File: config.mk
export PLATFORM = sky130hd
export DESIGN_NAME = dac_raw_sample_saver
export DESIGN_NICKNAME = d
export VERILOG_FILES = /design/src/rtl/dac_raw_sample_saver.sv
export SDC_FILE = /design/constraint.sdc
export NUM_CORES = 1
export LEC_CHECK = 0
export ABC_CLOCK_PERIOD_IN_PS = 4100
export CAP_MARGIN = 20
export CELL_PAD_IN_SITES_DETAIL_PLACEMENT = 1
export CELL_PAD_IN_SITES_GLOBAL_PLACEMENT = 1
export CORE_UTILIZATION = 40
export CTS_BUF_LIST = sky130_fd_sc_hd__clkbuf_8 sky130_fd_sc_hd__clkbuf_16
export CTS_CLUSTER_SIZE = 25
export DETAILED_ROUTE_END_ITERATION = 12
export GPL_TIMING_DRIVEN = 0
export PLACE_DENSITY_LB_ADDON = 0.1
export SLEW_MARGIN = 0
export SYNTH_ARGS = -nofsm -noshare
export SYNTH_HDL_FRONTEND = slang
export SYNTH_SLANG_ARGS = --single-unit
File: constraint.sdc
create_clock -name aclk -period 4.1 [get_ports aclk]
set_input_delay 1.23 -clock aclk [delete_from_list [all_inputs] [get_ports aclk]]
set_output_delay 1.23 -clock aclk [all_outputs]
set_load 0.05 [all_outputs]
File: src/rtl/dac_raw_sample_saver.sv
// dac_raw_sample_saver
// Trigger-armed snapshot tap on the raw 16-bit DAC sample stream. A rising
// edge of i_trigger starts a one-shot capture of i_dac_sample_save valid
// samples, which are forwarded onto a 32-bit AXI-Stream master.
// Optional build macro: DAC_RAW_SAVE_PACK_EN (pack two samples per word).
module dac_raw_sample_saver (
    input  logic        aclk,
    input  logic        aresetn,
    input  logic [15:0] s_axis_tdata,
    input  logic        s_axis_tvalid,
    output logic [31:0] m_axis_tdata,
    output logic        m_axis_tvalid,
    input  logic        i_trigger,
    input  logic [23:0] i_dac_sample_save
);

    typedef enum logic {
        ST_IDLE    = 1'b0,
        ST_CAPTURE = 1'b1
    } state_t;

    state_t      r_state;
    state_t      w_state_nx;

    logic        r_trig_d;
    logic        r_armed;
    logic [23:0] r_n;
    logic [23:0] r_count;
    logic [31:0] r_tdata;
    logic        r_tvalid;

    logic [23:0] w_n_nx;
    logic [23:0] w_count_nx;
    logic [31:0] w_tdata_nx;
    logic        w_tvalid_nx;

`ifdef DAC_RAW_SAVE_PACK_EN
    logic [15:0] r_half;
    logic        r_half_vld;
    logic [15:0] w_half_nx;
    logic        w_half_vld_nx;
`endif

    logic        w_rise;
    logic        w_start;
    logic        w_accept;
    logic        w_last;

    // r_armed only becomes set once the trigger has been seen low after
    // reset, so a trigger held high through reset cannot start a capture.
    assign w_rise   = i_trigger & ~r_trig_d & r_armed;
    assign w_start  = (r_state == ST_IDLE) && w_rise && (i_dac_sample_save != '0);
    assign w_accept = (r_state == ST_CAPTURE) && s_axis_tvalid;
    assign w_last   = w_accept && ((r_count + 24'd1) == r_n);

    assign m_axis_tdata  = r_tdata;
    assign m_axis_tvalid = r_tvalid;

    // State register
    always_ff @(posedge aclk) begin
        if (!aresetn) begin
            r_state <= ST_IDLE;
        end else begin
            r_state <= w_state_nx;
        end
    end

    // Next-state logic: start on a qualified edge, finish on the Nth sample
    always_comb begin
        w_state_nx = r_state;
        case (r_state)
            ST_IDLE:    if (w_start) w_state_nx = ST_CAPTURE;
            ST_CAPTURE: if (w_last)  w_state_nx = ST_IDLE;
            default:    w_state_nx = ST_IDLE;
        endcase
    end

    // Output / datapath next values: count, latched N, pending half, word
    always_comb begin
        w_n_nx      = r_n;
        w_count_nx  = r_count;
        w_tdata_nx  = r_tdata;
        w_tvalid_nx = 1'b0;
`ifdef DAC_RAW_SAVE_PACK_EN
        w_half_nx     = r_half;
        w_half_vld_nx = r_half_vld;
`endif
        if (w_start) begin
            w_n_nx     = i_dac_sample_save;
            w_count_nx = '0;
`ifdef DAC_RAW_SAVE_PACK_EN
            w_half_vld_nx = 1'b0;
`endif
        end
        if (w_accept) begin
            w_count_nx = r_count + 24'd1;
`ifdef DAC_RAW_SAVE_PACK_EN
            if (r_half_vld) begin
                w_tvalid_nx   = 1'b1;
                w_tdata_nx    = {s_axis_tdata, r_half};
                w_half_vld_nx = 1'b0;
            end else if (w_last) begin
                w_tvalid_nx = 1'b1;
                w_tdata_nx  = {16'h0000, s_axis_tdata};
            end else begin
                w_half_nx     = s_axis_tdata;
                w_half_vld_nx = 1'b1;
            end
`else
            w_tvalid_nx = 1'b1;
            w_tdata_nx  = {16'h0000, s_axis_tdata};
`endif
        end
    end

    // Datapath registers, trigger edge history and registered outputs
    always_ff @(posedge aclk) begin
        if (!aresetn) begin
            r_trig_d <= 1'b0;
            r_armed  <= 1'b0;
            r_n      <= '0;
            r_count  <= '0;
            r_tdata  <= '0;
            r_tvalid <= 1'b0;
`ifdef DAC_RAW_SAVE_PACK_EN
            r_half     <= '0;
            r_half_vld <= 1'b0;
`endif
        end else begin
            r_trig_d <= i_trigger;
            r_armed  <= r_armed | ~i_trigger;
            r_n      <= w_n_nx;
            r_count  <= w_count_nx;
            r_tdata  <= w_tdata_nx;
            r_tvalid <= w_tvalid_nx;
`ifdef DAC_RAW_SAVE_PACK_EN
            r_half     <= w_half_nx;
            r_half_vld <= w_half_vld_nx;
`endif
        end
    end

endmodule

==> results of run 1 <==
==> cell usage in the layout (no fill, tap or decap), drive strengths merged, types with 7 or more instances in the layout <==
cell type      instances
a21o                   7
a21oi                 49
and2                   7
buf                   27
clkbuf                25
clkdlybuf4s50         60
conb                  16
dfxtp                 68
inv                    7
mux2i                 24
nand2                 45
nand3                  9
nand4                 13
nor2                  53
nor3                  12
nor4                   8
o21ai                 18
xnor2                 30
==> final cells by class <==
class	count	area (sq um)	area share (%)
plain buffers	42	257.7	5.618
clock buffers	10	137.6	3.000
clock inverters	6	95.09	2.073
inverters	5	18.77	0.4091
multi-input cells	334	1982	43.20
flip-flops and latches	68	1361	29.67
well taps	108	135.1	2.945
repair buffers	60	600.6	13.09
==> worst min-delay path, stage by stage (launching register included) <==
cell and delay (ps):
dfxtp_1 320, inv_1 50, a21oi_1 50
==> worst max path at each step <==
| stage | start | to | cells after the start |
|---|---|---|---|
| global placement | i_dac_sample_save[0] | r_count[12]$_SDFFE_PN0P_ | 10 |
| global route | i_dac_sample_save[0] | r_count[4]$_SDFFE_PN0P_ | 10 |
| finish | i_dac_sample_save[0] | r_count[4]$_SDFFE_PN0P_ | 10 |
| floorplan | i_dac_sample_save[17] | r_count[4]$_SDFFE_PN0P_ | 9 |
| CTS | i_dac_sample_save[0] | r_count[4]$_SDFFE_PN0P_ | 10 |
| detailed placement | i_dac_sample_save[0] | r_count[10]$_SDFFE_PN0P_ | 10 |
==> logic make-up after synthesis <==
logic type,share of synthesized area [%]
XOR/XNOR,8.848
AO/OA/AOI/OAI,13.76
flip-flops,38.20
other,0.1052
AND/OR/NAND/NOR,24.23
buffers and inverters,7.760
multiplexers,6.742
adder cells (fa/ha/maj),0.3511
==> routing by layer <==
layer / up-vias / wire, microns
met2: 86 / 5160
met5: - / 0
li1: 1653 / -
met3: 24 / 610
met4: 0 / 329
met1: 1609 / 4884
==> power by group <==
part | internal [mW] | switching [mW]
sequential | 0.675 | 0.0128
clock | 0.366 | 0.292
combinational | 0.0948 | 0.124
==> registers in the layout (all words and copies together), names as in the netlist <==
name           flops
r_count           24
r_trig_d           1
r_state            1
m_axis_tvalid      1
m_axis_tdata      16
r_armed            1
r_n               24
==> results_dict.tcl, run 1 <==
set metrics [dict create \
    run_status "finished clean" \
    power.leakage_nw 1.833 \
    wl_microns 10990 \
    syn_inst 434 \
    final_cells 633 \
    grtUsageMet2_pct 43.20 \
    hold_path.class "register to register" \
    first_global_vias 3493 \
    tightest_slew_ps 729.4 \
    synth.lib_cells_used.distinct 47 \
    start_kind "input pin" \
    p_per_area_nw_per_um2 341.0 \
    area_delta_synth_final_pct 28.76 \
    rsz0062_at_grt "false" \
    gp_congestion 0.8727 \
    rr_startpoint "r_count[0]$_SDFFE_PN0P_" \
    r2r_slack_ps 1010 \
    finish.utilization_pct 52.87 \
    drv_cap 0 \
    grtUsageMet3_pct 6.886 \
    clkLatencyLatePin_ps 350 \
    final_cell_area_sq_um 4588 \
    cts_root_buf "clkbuf_8" \
    top_usage_layer "met2" \
    grt_pass1_wl_microns 17810 \
    ctsLongestPathBuffers 2 \
    num_vias 3372 \
    use_met1_pct 31.70 \
    min_to "r_armed$_SDFF_PN0_" \
    grt_antenna_before_repair 0 \
    drive_above_1_share_pct 9.905 \
    postPlaceCellArea_sq_um 4355 \
    yosys.area.top_type "dfxtp_1" \
    antenna_cells 0 \
    nNetsFinal 565 \
    synthTopCellsByCount "68 x dfxtp_1, 53 x nor2_1, 49 x a21oi_1" \
    clock_sinks 68 \
    synthArstFlopShare_pct 0 \
    fillers 1072 \
    p_total_mw 1.565 \
    pre_cts_ws_ps 162.4 \
    yosysWarnings 0 \
    skew_ps 8.228 \
    path_clk_slew_ps 80 \
    hold_viol 0 \
    path_class "input pin to register" \
    dpl.hpwl_microns 8073 \
    post_cts_buffers 0 \
    drt_iter0_drc 128 \
    slowest_stage "nor4_1" \
    synth_edf_count 0 \
    syn_area_sq_um 3563 \
    critical_path.cell_chain "clkdlybuf4s50_1 -> nor4_1 -> nand4_1 -> o2111ai_1 -> buf_4 -> and2_0 -> buf_2 -> buf_4 -> a21oi_1 -> a211oi_1" \
    critPathCaptureType "register" \
    track_usage_pct 25.78 \
    drt-vias-per-instance 5.327 \
    fin_crit_sh_pct 88.99 \
    arrival_ps 3900 \
    finalSetupTns_ps 0 \
    cts_resized 0 \
    rows 34 \
    io-pin-count 77 \
    htree_levels 3 \
    synth.avg_cell_area_sq_um 8.211 \
    drc_errors 0 \
    die_area_sq_um 9290 \
    synth.most_common_cell "dfxtp_1" \
    io_buffers 60 \
    r2r-end "r_state$_SDFF_PN0_" \
    min_from "r_armed$_SDFF_PN0_" \
    start_util_pct 41.06 \
    fin_ws_ps 451.5 \
    synth_top_area_share_pct 38.20 \
    setup-violations-final 0 \
    cts_made_buffers 9 \
    core_area_sq_um 8678 \
    slew_headroom_pct 51.00 \
    drt_pass1_iterations 4 \
    ir_worst_vdd_v 0.0002079 \
    postSynthRegisterBits 68 \
    fin_hold_ws_ps 453.1 \
    synth_flop_cell "dfxtp_1" \
    cts_tree "done" \
    whs_path_depth 2 \
    grt_max_degree 14 \
    placedCellCount 617 \
    cp_max_fo 10 \
    synthTopCellsByArea "dfxtp_1 38%, xnor2_1 7.4%, a21oi_1 6.9%, mux2i_1 6.7%, nor2_1 5.6%" \
    fin_crit_ps 3649 \
    grt-ovfl-total 0 \
    fmax_mhz 274.1 \
    slew_violations 0 \
    ys_seq_area_share_pct 38.20 \
    post_drt_wl_per_cell_microns 17.35 \
    critPathMaxStageDelay_ps 630 \
    path_delay_family "buffers and inverters" \
    cpMostUsedCell "buf_4" \
    crit_required_ps 4350 \
    die_h_microns 96.39 \
    r2r_cells 8 \
    cp_num_buf_inv 4 \
    ant_nets 0 \
    cts_hold_buf 0 \
    die_w_microns 96.39 \
]
Note: power is estimated with default switching activity, not from simulation.
==> inputs of run 2 (changes only) <==
Settings changed: PLACE_DENSITY set to 0.92, PLACE_DENSITY_LB_ADDON 0.1 to not set.
==> results_dict.tcl, run 2 (synthesis results as in run 1) <==
set metrics [dict create \
    grt_pass1_wl_microns 18110 \
    gp_congestion 0.9252 \
    rows 34 \
    fin_hold_ws_ps 451.0 \
    r2r_slack_ps 990 \
    num_vias 3490 \
    grt_antenna_before_repair 0 \
    die_w_microns 96.39 \
    final_common_cell "dfxtp_1" \
    final_cell_mix "68 x dfxtp_1, 60 x clkdlybuf4s50_1, 53 x nor2_1" \
    track_usage_pct 26.33 \
    clock_sinks 68 \
    cts_tree "done" \
    postPlaceCellArea_sq_um 4355 \
    cts_hold_buf 0 \
    slew_headroom_pct 58.71 \
    placedCellCount 617 \
    fin_ws_ps 568.5 \
    cp_max_fo 10 \
    grt_max_degree 12 \
    setup-violations-final 0 \
    fillers 1096 \
    fin_crit_sh_pct 86.13 \
    drt-vias-per-instance 5.513 \
    core_area_sq_um 8678 \
    final_cell_area_sq_um 4526 \
    skew_ps 5.593 \
    io_buffers 60 \
    post_drt_wl_per_cell_microns 18.38 \
    nNetsFinal 565 \
    clkLatencyLatePin_ps 340 \
    path_clk_slew_ps 70 \
    dpl.hpwl_microns 8288 \
    pre_cts_ws_ps 165.8 \
    ant_nets 0 \
    drive_above_1_share_pct 9.524 \
    die_area_sq_um 9290 \
    r2r_cells 8 \
    run_status "finished clean" \
    post_cts_buffers 0 \
    ctsLongestPathBuffers 2 \
    min_from "r_armed$_SDFF_PN0_" \
    crit_required_ps 4350 \
    arrival_ps 3790 \
    finalSetupTns_ps 0 \
    start_util_pct 41.06 \
    final_cells 633 \
    tightest_slew_ps 619.3 \
    path_class "input pin to register" \
    cts_made_buffers 9 \
    antenna_cells 0 \
    die_h_microns 96.39 \
    critPathCaptureType "register" \
    drt_iter0_drc 249 \
    finish.utilization_pct 52.15 \
    io-pin-count 77 \
    start_kind "input pin" \
    ir_worst_vdd_v 0.0001801 \
    grt-ovfl-total 0 \
    wl_microns 11630 \
    drv_cap 0 \
    fmax_mhz 283.2 \
    first_global_vias 3595 \
    rsz0062_at_grt "false" \
    power.leakage_nw 1.806 \
    slew_violations 0 \
    rr_startpoint "r_count[0]$_SDFFE_PN0P_" \
    min_to "r_armed$_SDFF_PN0_" \
    cts_root_buf "clkbuf_8" \
    r2r-end "r_state$_SDFF_PN0_" \
    htree_levels 3 \
    whs_path_depth 2 \
    drt_pass1_iterations 7 \
    hold_path.class "register to register" \
    cts_resized 0 \
    fin_crit_ps 3531 \
    area_delta_synth_final_pct 27.00 \
    drc_errors 0 \
    hold_viol 0 \
    p_total_mw 1.404 \
    p_per_area_nw_per_um2 310.3 \
]
## run 2: cell count changes in the layout (fill, tap and decap cells not counted), sizes merged
| cell | previous run | this run |
|---|---|---|
| bufinv | 2 | 0 |
| clkinvlp | 0 | 2 |
## run 2: worst max path at each step
stage / start / endpoint / slack (ps) / depth (start not counted)
3_3_place_gp: i_dac_sample_save[0] / r_count[19]$_SDFFE_PN0P_ / 320 / 10
3_5_place_dp: i_dac_sample_save[0] / r_count[4]$_SDFFE_PN0P_ / 170 / 10
6_report: i_dac_sample_save[0] / r_count[4]$_SDFFE_PN0P_ / 570 / 10
2_1_floorplan: i_dac_sample_save[17] / r_count[4]$_SDFFE_PN0P_ / 1400 / 9
4_1_cts: i_dac_sample_save[0] / r_count[12]$_SDFFE_PN0P_ / 540 / 10
5_1_grt: i_dac_sample_save[0] / r_count[17]$_SDFFE_PN0P_ / 520 / 10
## run 2: worst max-delay path, cell delays in order
cell,delay (ps)
clkdlybuf4s50_1,430
nor4_1,570
nand4_1,240
o2111ai_1,240
buf_4,240
and2_0,150
buf_2,150
buf_4,200
a21oi_1,60
a211oi_1,260
## run 2: area by class of cell
type	count	area [sq um]	area share (%)
Buffer	42	257.7	5.695
Clock buffer	10	137.6	3.041
Clock inverter	6	32.53	0.7188
Sequential cell	68	1361	30.08
Timing Repair Buffer	60	600.6	13.27
Multi-Input combinational cell	334	1982	43.79
Inverter	5	18.77	0.4147
Tap cell	108	135.1	2.986
## run 2: routing by layer
| metal | share of wire, % | GRT usage, % | vias to the layer above |
|---|---|---|---|
| li1 | - | - | 1644 |
| met1 | 42 | 31.66 | 1680 |
| met2 | 49 | 44.03 | 128 |
| met3 | 5.0 | 6.103 | 38 |
| met4 | 3.7 | 13.24 | 0 |
| met5 | 0 | 0 | - |
## run 2: power breakdown
part	internal, mW	switching (mW)	leakage, nW	total (mW)
clock	0.230	0.264	0.0907	0.493
sequential	0.676	0.0135	0.551	0.689
combinational	0.0949	0.127	1.17	0.222
total	1.00	0.405	1.81	1.40
==> inputs of run 3 (changes only) <==
Settings changed: ABC_AREA set to 1, CORE_UTILIZATION 40 to 48, DONT_BUFFER_PORTS set to 1.
==> results_dict.tcl, run 3 <==
set metrics [dict create \
    min_from "r_n[20]$_SDFFE_PN0P_" \
    gp_congestion 0.8728 \
    drt_iter0_drc 244 \
    path_class "input pin to register" \
    wl_microns 12390 \
    cts_tree "done" \
    dpl.hpwl_microns 9000 \
    fin_crit_sh_pct 70.26 \
    cp-endpoint "r_n[22]$_SDFFE_PN0P_" \
    post_drt_wl_per_cell_microns 17.68 \
    hold_path.class "register to register" \
    power.leakage_nw 1.707 \
    clock_sinks 68 \
    grt-ovfl-total 0 \
    ant_nets 0 \
    drt_pass1_iterations 5 \
    track_usage_pct 30.72 \
    antenna_cells 0 \
    ir_worst_vdd_v 0.0002691 \
    critPathCaptureType "register" \
    synth_top_area_share_pct 35.90 \
    fin_crit_ps 2881 \
    hold_viol 0 \
    synthArstFlopShare_pct 0 \
    die_w_microns 90.89 \
    p_per_area_nw_per_um2 362.3 \
    setup-violations-final 0 \
    crit_required_ps 4380 \
    slew_violations 0 \
    skew_ps 6.577 \
    die_area_sq_um 8260 \
    grt_max_degree 13 \
    yosys.area.top_type "dfxtp_1" \
    final_cell_mix "142 x nand2_1, 72 x nor2_1, 68 x dfxtp_1" \
    fillers 1067 \
    run_status "finished clean" \
    htree_levels 3 \
    r2r_cells 14 \
    fmax_mhz 347.1 \
    die_h_microns 90.89 \
    drv_cap 0 \
    r2r_slack_ps 1700 \
    drt-vias-per-instance 5.559 \
    synthTopCellsByCount "142 x nand2_1, 72 x nor2_1, 68 x dfxtp_1" \
    r2r-end "r_state$_SDFF_PN0_" \
    cts_hold_buf 0 \
    postSynthRegisterBits 68 \
    drive_above_1_share_pct 10.68 \
    syn_inst 568 \
    postPlaceCellArea_sq_um 3976 \
    syn_area_sq_um 3792 \
    first_global_vias 4084 \
    arrival_ps 3160 \
    ys_seq_area_share_pct 35.90 \
    post_cts_buffers 0 \
    final_cell_area_sq_um 4202 \
    drc_errors 0 \
    num_vias 3897 \
    crit_start "i_dac_sample_save[23]" \
    synth.lib_cells_used.distinct 33 \
    cts_root_buf "clkbuf_8" \
    finalSetupTns_ps 0 \
    synth.most_common_cell "nand2_1" \
    cts_resized 0 \
    cts_made_buffers 9 \
    slew_headroom_pct 51.76 \
    area_delta_synth_final_pct 10.79 \
    rsz0062_at_grt "false" \
    synth_edf_count 0 \
    io_buffers 0 \
    placedCellCount 685 \
    start_util_pct 49.33 \
    synthTopCellsByArea "dfxtp_1 36%, nand2_1 14%, nor2_1 7.1%, nand3_1 7.0%, a21oi_1 6.1%" \
    synth.avg_cell_area_sq_um 6.677 \
    start_kind "input pin" \
    ctsLongestPathBuffers 2 \
    cp_max_fo 10 \
    synth_flop_cell "dfxtp_1" \
    final_cells 701 \
    yosysWarnings 0 \
    clkLatencyLatePin_ps 360 \
    rows 32 \
    io-pin-count 77 \
    grt_pass1_wl_microns 19580 \
    grt_antenna_before_repair 0 \
    final_common_cell "nand2_1" \
    tightest_slew_ps 723.6 \
    nNetsFinal 639 \
    core_area_sq_um 7687 \
    path_clk_slew_ps 70 \
    rr_startpoint "r_count[1]$_SDFFE_PN0P_" \
]
run 3: area by class of cell:
cell class / instances / area [sq um] / share of cell area (%)
clock inverters: 6 / 87.58 / 2.085
clock buffers: 10 / 137.6 / 3.276
multi-input cells: 423 / 2072 / 49.32
inverters: 56 / 210.2 / 5.003
flip-flops and latches: 68 / 1361 / 32.40
well taps: 102 / 127.6 / 3.038
plain buffers: 36 / 205.2 / 4.884
run 3: critical path, cell delays in order:
cell      delay (ps)
nor4_1           390
nand4_1          260
nand3b_1         240
nand2_2          190
clkbuf_1         470
o21ai_0          190
a21oi_1          190
run 3: layer usage:
metal  global-route usage [%]  vias up  part of all wire, %
li1                         -     1842                    -
met1                    33.68     1874                   39
met2                    55.43      157                   50
met3                    7.660       24                  8.3
met4                    14.02        0                  2.0
met5                        0        -                    0
run 3: worst min path at each step:
stage                      endpoint  slack [ps]  cells after the start
4_1_cts        r_n[21]$_SDFFE_PN0P_         460                      2
3_3_place_gp   r_n[21]$_SDFFE_PN0P_         440                      2
6_report       r_n[20]$_SDFFE_PN0P_         470                      2
2_1_floorplan  r_n[10]$_SDFFE_PN0P_         430                      2
3_5_place_dp   r_n[21]$_SDFFE_PN0P_         450                      2
5_1_grt        r_n[20]$_SDFFE_PN0P_         500                      2
run 3: cell families after synthesis:
kind of cell,count (synthesis),synth area share (%)
AOI/OAI and AO/OA,91,12.50
xor gates and xnor gates,10,3.960
adders and majority gates,1,0.3299
buffers and inverters,92,10.95
DFF,68,35.90
other,1,0.09888
and+or+nand+nor,305,36.26
run 3: stage by stage:
stage	hold slack [ps]	utilization, %	total power [mW]	setup slack, ps
after global placement	441.0	51.73	0.8848	1022
final	468.2	54.65	1.522	1219
after CTS	464.1	54.65	1.521	1281
after detailed placement	452.0	51.73	0.8929	986.6
after global routing	501.7	54.65	1.556	1161
after floorplan	431.0	-	0.8571	1643
run 3: where the power goes:
part           total (mW)  leakage [nW]  switching (mW)  internal (mW)
clock network       0.639         0.105           0.281          0.358
logic               0.161          1.05           0.112         0.0487
registers           0.722         0.552          0.0388          0.683
total                1.52          1.71           0.432           1.09
